## src/rtl/mapping_pkg.sv

```systemverilog
// Shared widths, default configuration and FSM encoding for the mapping
// request scheduler slice.
package mapping_pkg;

    localparam int unsigned REQ_W = 72;
    localparam int unsigned RSP_W = 48;
    localparam int unsigned CFG_W = 32;

    localparam logic [CFG_W-1:0] BASE_ADDR_DEFAULT = 32'h0010_0000;

    typedef enum logic {
        ST_INIT = 1'b0,
        ST_RUN  = 1'b1
    } sched_state_t;

endpackage

```

## src/rtl/mapping_tag_fifo.sv

```systemverilog
// In-order tag FIFO: remembers which client issued each outstanding lookup.
module mapping_tag_fifo #(
    parameter int unsigned WIDTH = 1,
    parameter int unsigned DEPTH = 8
) (
    input  logic                     clk_i,
    input  logic                     rst_ni,
    input  logic                     push_i,
    input  logic [WIDTH-1:0]         wdata_i,
    input  logic                     pop_i,
    output logic [WIDTH-1:0]         rdata_o,
    output logic                     full_o,
    output logic                     empty_o,
    output logic [$clog2(DEPTH):0]   count_o
);

    localparam int unsigned AW = $clog2(DEPTH);

    logic [WIDTH-1:0] mem_q [DEPTH];
    logic [AW-1:0]    wr_ptr_q, wr_ptr_d;
    logic [AW-1:0]    rd_ptr_q, rd_ptr_d;
    logic [AW:0]      count_q, count_d;
    logic             push_ok, pop_ok;

    assign full_o  = (count_q == (AW+1)'(DEPTH));
    assign empty_o = (count_q == '0);
    assign count_o = count_q;
    assign rdata_o = mem_q[rd_ptr_q];

    assign push_ok = push_i && !full_o;
    assign pop_ok  = pop_i && !empty_o;

    // Pointers are AW bits wide, so the increment wraps modulo DEPTH.
    always_comb begin
        wr_ptr_d = wr_ptr_q;
        rd_ptr_d = rd_ptr_q;
        count_d  = count_q;
        if (push_ok) wr_ptr_d = wr_ptr_q + 1'b1;
        if (pop_ok)  rd_ptr_d = rd_ptr_q + 1'b1;
        if (push_ok && !pop_ok) count_d = count_q + 1'b1;
        if (pop_ok && !push_ok) count_d = count_q - 1'b1;
    end

    always_ff @(posedge clk_i) begin
        if (!rst_ni) begin
            wr_ptr_q <= '0;
            rd_ptr_q <= '0;
            count_q  <= '0;
        end else begin
            wr_ptr_q <= wr_ptr_d;
            rd_ptr_q <= rd_ptr_d;
            count_q  <= count_d;
        end
    end

    always_ff @(posedge clk_i) begin
        if (push_ok) mem_q[wr_ptr_q] <= wdata_i;
    end

endmodule

```

## src/rtl/mapping_req_sched.sv

```systemverilog
// Two-client lookup scheduler in front of the mapping IP: sends the base
// address once, arbitrates requests round-robin and routes responses in order.
module mapping_req_sched
    import mapping_pkg::*;
#(
    parameter logic [CFG_W-1:0] BASE_ADDR = BASE_ADDR_DEFAULT,
    parameter int unsigned      TAG_DEPTH = 8
) (
    input  logic                       ap_clk,
    input  logic                       ap_rst_n,
    input  logic [REQ_W-1:0]           c0_req_tdata,
    input  logic                       c0_req_tvalid,
    output logic                       c0_req_tready,
    input  logic [REQ_W-1:0]           c1_req_tdata,
    input  logic                       c1_req_tvalid,
    output logic                       c1_req_tready,
    output logic [REQ_W-1:0]           m_req_tdata,
    output logic                       m_req_tvalid,
    input  logic                       m_req_tready,
    input  logic [RSP_W-1:0]           m_rsp_tdata,
    input  logic                       m_rsp_tvalid,
    output logic                       m_rsp_tready,
    output logic [RSP_W-1:0]           c0_rsp_tdata,
    output logic                       c0_rsp_tvalid,
    input  logic                       c0_rsp_tready,
    output logic [RSP_W-1:0]           c1_rsp_tdata,
    output logic                       c1_rsp_tvalid,
    input  logic                       c1_rsp_tready,
    output logic [CFG_W-1:0]           base_addr_tdata,
    output logic                       base_addr_tvalid,
    input  logic                       base_addr_tready,
    output logic [$clog2(TAG_DEPTH):0] outstanding,
    output logic                       rsp_err
);

    sched_state_t state_q, state_d;
    logic         rr_q, rr_d;
    logic         lock_q, lock_d;
    logic         lock_gnt_q, lock_gnt_d;
    logic         rsp_err_q, rsp_err_d;

    logic         run;
    logic         gnt;
    logic         gnt_valid;
    logic         push, pop;
    logic         tag_full, tag_empty, tag_head;

    assign run             = ap_rst_n && (state_q == ST_RUN);
    assign base_addr_tdata = BASE_ADDR;
    assign rsp_err         = rsp_err_q;

    always_comb begin
        state_d          = state_q;
        base_addr_tvalid = 1'b0;
        if (state_q == ST_INIT) begin
            base_addr_tvalid = 1'b1;
            if (base_addr_tready) state_d = ST_RUN;
        end
    end

    // A stalled beat locks the grant so tdata stays stable until accepted.
    always_comb begin
        if (lock_q)
            gnt = lock_gnt_q;
        else if (rr_q ? c1_req_tvalid : c0_req_tvalid)
            gnt = rr_q;
        else if (rr_q ? c0_req_tvalid : c1_req_tvalid)
            gnt = ~rr_q;
        else
            gnt = rr_q;
        gnt_valid = gnt ? c1_req_tvalid : c0_req_tvalid;
    end

    assign m_req_tdata   = gnt ? c1_req_tdata : c0_req_tdata;
    assign m_req_tvalid  = run && gnt_valid && !tag_full;
    assign c0_req_tready = run && !tag_full && m_req_tready && !gnt;
    assign c1_req_tready = run && !tag_full && m_req_tready && gnt;
    assign push          = m_req_tvalid && m_req_tready;

    always_comb begin
        rr_d       = rr_q;
        lock_d     = m_req_tvalid && !m_req_tready;
        lock_gnt_d = gnt;
        if (push) rr_d = ~gnt;
    end

    always_comb begin
        c0_rsp_tdata  = m_rsp_tdata;
        c1_rsp_tdata  = m_rsp_tdata;
        c0_rsp_tvalid = 1'b0;
        c1_rsp_tvalid = 1'b0;
        m_rsp_tready  = 1'b0;
        rsp_err_d     = rsp_err_q;
        if (ap_rst_n) begin
            if (!tag_empty) begin
                if (tag_head) begin
                    c1_rsp_tvalid = m_rsp_tvalid;
                    m_rsp_tready  = c1_rsp_tready;
                end else begin
                    c0_rsp_tvalid = m_rsp_tvalid;
                    m_rsp_tready  = c0_rsp_tready;
                end
            end else begin
                // Orphan response: drain it so the mapping IP cannot stall.
                m_rsp_tready = 1'b1;
                if (m_rsp_tvalid) rsp_err_d = 1'b1;
            end
        end
    end

    assign pop = m_rsp_tvalid && m_rsp_tready && !tag_empty;

    always_ff @(posedge ap_clk) begin
        if (!ap_rst_n) begin
            state_q    <= ST_INIT;
            rr_q       <= 1'b0;
            lock_q     <= 1'b0;
            lock_gnt_q <= 1'b0;
            rsp_err_q  <= 1'b0;
        end else begin
            state_q    <= state_d;
            rr_q       <= rr_d;
            lock_q     <= lock_d;
            lock_gnt_q <= lock_gnt_d;
            rsp_err_q  <= rsp_err_d;
        end
    end

    mapping_tag_fifo #(
        .WIDTH (1),
        .DEPTH (TAG_DEPTH)
    ) u_tag_fifo (
        .clk_i   (ap_clk),
        .rst_ni  (ap_rst_n),
        .push_i  (push),
        .wdata_i (gnt),
        .pop_i   (pop),
        .rdata_o (tag_head),
        .full_o  (tag_full),
        .empty_o (tag_empty),
        .count_o (outstanding)
    );

endmodule

```

## config.mk

```make
export PLATFORM = sky130hd
export DESIGN_NAME = mapping_req_sched
export DESIGN_NICKNAME = d
export VERILOG_FILES = /design/src/rtl/mapping_pkg.sv /design/src/rtl/mapping_tag_fifo.sv /design/src/rtl/mapping_req_sched.sv
export SDC_FILE = /design/constraint.sdc
export NUM_CORES = 1
export LEC_CHECK = 0
export ABC_AREA = 1
export BUFFER_PORTS_ARGS = -buffer_cell sky130_fd_sc_hd__buf_2
export CAP_MARGIN = 20
export CORE_AREA = 2 2 162 164
export DETAILED_ROUTE_END_ITERATION = 6
export DIE_AREA = 0 0 164 166
export PLACE_DENSITY_LB_ADDON = 0.15
export SLEW_MARGIN = 25
export SYNTH_ARGS = -nofsm -noshare
export SYNTH_HDL_FRONTEND = slang
export SYNTH_HIERARCHICAL = 1
export SYNTH_SLANG_ARGS = --single-unit
export TNS_END_PERCENT = 1
```

## constraint.sdc

```tcl
create_clock -name ap_clk -period 6.65 [get_ports ap_clk]
set_input_delay 1.6625 -clock ap_clk [delete_from_list [all_inputs] [get_ports ap_clk]]
set_output_delay 1.6625 -clock ap_clk [all_outputs]
set_load 0.02 [all_outputs]
```

==> flow_summary.toml <==
[synthesis]
syn_area_per_cell_um2 = 6.06
yosysSeqAreaShare_pct = 18.7
synth_area_leaders = "buf_4 (30%), nand2_1 (28%), dfxtp_1 (11%)"
ys_warn_count = 6
ys.flop_type = "dfxtp_1"
synthCells = 531
yosysTopAreaCell = "buf_4"
async_reset_ff_share_pct = 0
synth.top_cell.area_share_pct = 29.9
syn_area_um2 = 3220
synth.distinct_cells = 29
synth-edff-count = 8
ys_ff_latch = 26

[floorplan]
die_area_um2 = 27200
boundaryPins = 413
core_um2 = 25600
die_h_um = 166
row_count = 59
die_w_um = 164
start_util_pct = 12.6

[setup_path]
crit_path_start = "c0_req_tvalid"
r2r-end = "u_tag_fifo/count_o[2]"
critical_path_class = "in2out"
crit_arrival_ns = 3.41
crit_fanout = 51
critPathLaunchType = "input pin"
crit_required_ns = 4.99
rrSetupSlack_ns = 3.47
reg2regPathDepth = 18
cp-end-kind = "primary output"
rr_startpoint = "rr_q"
endpoint = "m_req_tdata[70]"

[final_layout]
nNetsFinal = 866
layout-drive-gt1-share_pct = 39.0
area_growth_pct = 23.6

[timing]
min_period_ns = 5.07
maxClockFrequency_mhz = 197
hold_ws_ns = 0.483
finalClockSkew_ns = 0.00542
setup_viol = 0
fin_setup_tns_ns = 0
rsz0062_at_grt = "no"
slew_headroom_pct = 65.4
hold_violations = 0
worst_pin_slew_ns = 0.519
drv_slew = 0
period_share_pct = 76.2

[clock_tree]
cts_tree = "yes"
clk_pin_slew_worst_paths_ns = 0.07
cts_resized = 0
htree_levels = 1
cts_root_buf = "clkbuf_16"
hold_buffers = 0
clockBufferDepth = 2
clock_latency_ns = 0.26
cts_made_buffers = 3
clock-sinks = 26
postCtsSetupBuffers = 0

[detailed_routing]
via_count = 3304
dr.pass1.iters = 5
drc = 0
drt_iter0_drc = 139
wl_um = 14900
antenna_left = 0
avgViaCountPerCell = 3.32
wl_per_cell_um = 15.0

[power_and_ir_drop]
intPower_mw = 0.381
pwr-share-clk_pct = 28.4
seqPwrFrac_pct = 27.7
p_switching_mw = 0.238
ir_drop_v = 0.0000823
total_leakage_power_nw = 2.35
power_density_nw_per_um2 = 156
switching_share_pct = 38.5
combPwrFrac_pct = 43.8
total_power_mw = 0.619

[run]
maxCapViolations = 0

[global_route]
track_usage_pct = 10.2
antenna_found_initial = 1
grt_max_degree = 52
grt_overflow = 0
grt_pass1_vias = 3256
grt_pass1_wl_um = 20700

[placed_design]
hpwlAfterDp_um = 13000
place_congestion = 0.788
io_buffers = 236

[worst_hold_path]
hp-class = "reg2reg"

[outcome]
status = "completed"
## worst max-delay path: stages
cell and delay, ns:
buf_2 0.11, inv_1 0.05, nand2_1 0.05, nand2_1 0.06, nand2_2 0.09, nand2_4 0.23
inv_2 0.49, buf_12 0.30, nand2_1 0.09, nand2_1 0.07, buf_2 0.18
## per-stage QoR
stage,setup WS (ns),std cells,utilization [%],instance area [um2]
final,1.58,995,15.5,3980
after global routing,1.30,995,15.5,3980
after CTS,1.41,994,15.5,3980
after detailed placement,1.41,990,15.1,3870
after global placement,1.42,990,15.1,3870
after floorplan,2.52,561,-,3330
## worst min-delay path by stage
stage                             end              startpoint  slack [ns]  depth (start not counted)
2_1_floorplan                 state_q                 state_q        0.44                          2
3_3_place_gp                  state_q                 state_q        0.46                          2
3_5_place_dp                  state_q                 state_q        0.48                          2
4_1_cts        u_tag_fifo/wr_ptr_q[0]  u_tag_fifo/wr_ptr_q[0]        0.49                          2
5_1_grt                          rr_q                    rr_q        0.53                          2
6_report                      state_q                 state_q        0.48                          2
## final cells by class
class	instances	area (um2)
inverters	31	119
well taps	335	419
repair buffers	238	1210
multi-input cells	360	1520
clock buffers	3	75.1
diodes	1	2.50
clock inverters	1	30.0
fillers	3054	21600
flip-flops and latches	26	601
## routing by layer
layer	GRT usage [%]	vias to the layer above	part of all wire [%]
met2	17.1	212	45
met3	9.27	20	21
met1	9.36	1372	32
met5	0	-	0
met4	1.45	0	1.6
li1	-	1700	-
## cell usage in the layout (no fill, tap or decap)
| cell | instances |
|---|---|
| a21oi_1 | 11 |
| a21oi_2 | 1 |
| and3_1 | 1 |
| buf_12 | 1 |
| buf_2 | 236 |
| buf_4 | 1 |
| bufinv_16 | 1 |
| clkbuf_16 | 3 |
| conb_1 | 32 |
| dfxtp_1 | 18 |
| diode_2 | 1 |
| edfxtp_1 | 8 |
| ha_1 | 5 |
| inv_1 | 29 |
| inv_2 | 1 |
| inv_4 | 1 |
| nand2_1 | 238 |
| nand2_2 | 2 |
| nand2_4 | 2 |
| nand3_1 | 8 |
| nand3_2 | 3 |
| nor2_1 | 35 |
| nor2_2 | 2 |
| nor2_4 | 1 |
| nor3_1 | 2 |
| o21a_1 | 1 |
| o21ai_0 | 9 |
| o21ai_1 | 2 |
| o21ai_2 | 2 |
| xnor2_1 | 2 |
| xor2_1 | 1 |
## cell usage after synthesis (3+ instances only)
master and number:
a21oi_1 11, buf_2 6, buf_4 128, buf_6 8, dfxtp_1 18, edfxtp_1 8
ha_1 5, inv_1 29, nand2_1 238, nand3_1 8, nand3_2 3, nor2_1 35
o21ai_0 9
## power by group through the flow
stage / Combinational (mW) / Sequential (mW) / Clock [mW]
final: 0.272 / 0.172 / 0.176
after detailed placement: 0.276 / 0.175 / 0
after global placement: 0.278 / 0.176 / 0
after CTS: 0.277 / 0.172 / 0.182
after global routing: 0.302 / 0.172 / 0.186
after floorplan: 0.262 / 0.177 / 0
## kinds of logic after synthesis
kind of cell               share of synthesized area (%)
AOI/OAI and AO/OA                                   4.47
xor gates and xnor gates                           0.817
adders and majority gates                           1.94
buffers and inverters                               37.5
DFF                                                 18.7
other                                              0.233
and+or+nand+nor                                     36.4
(Power assumes the default switching activity.)
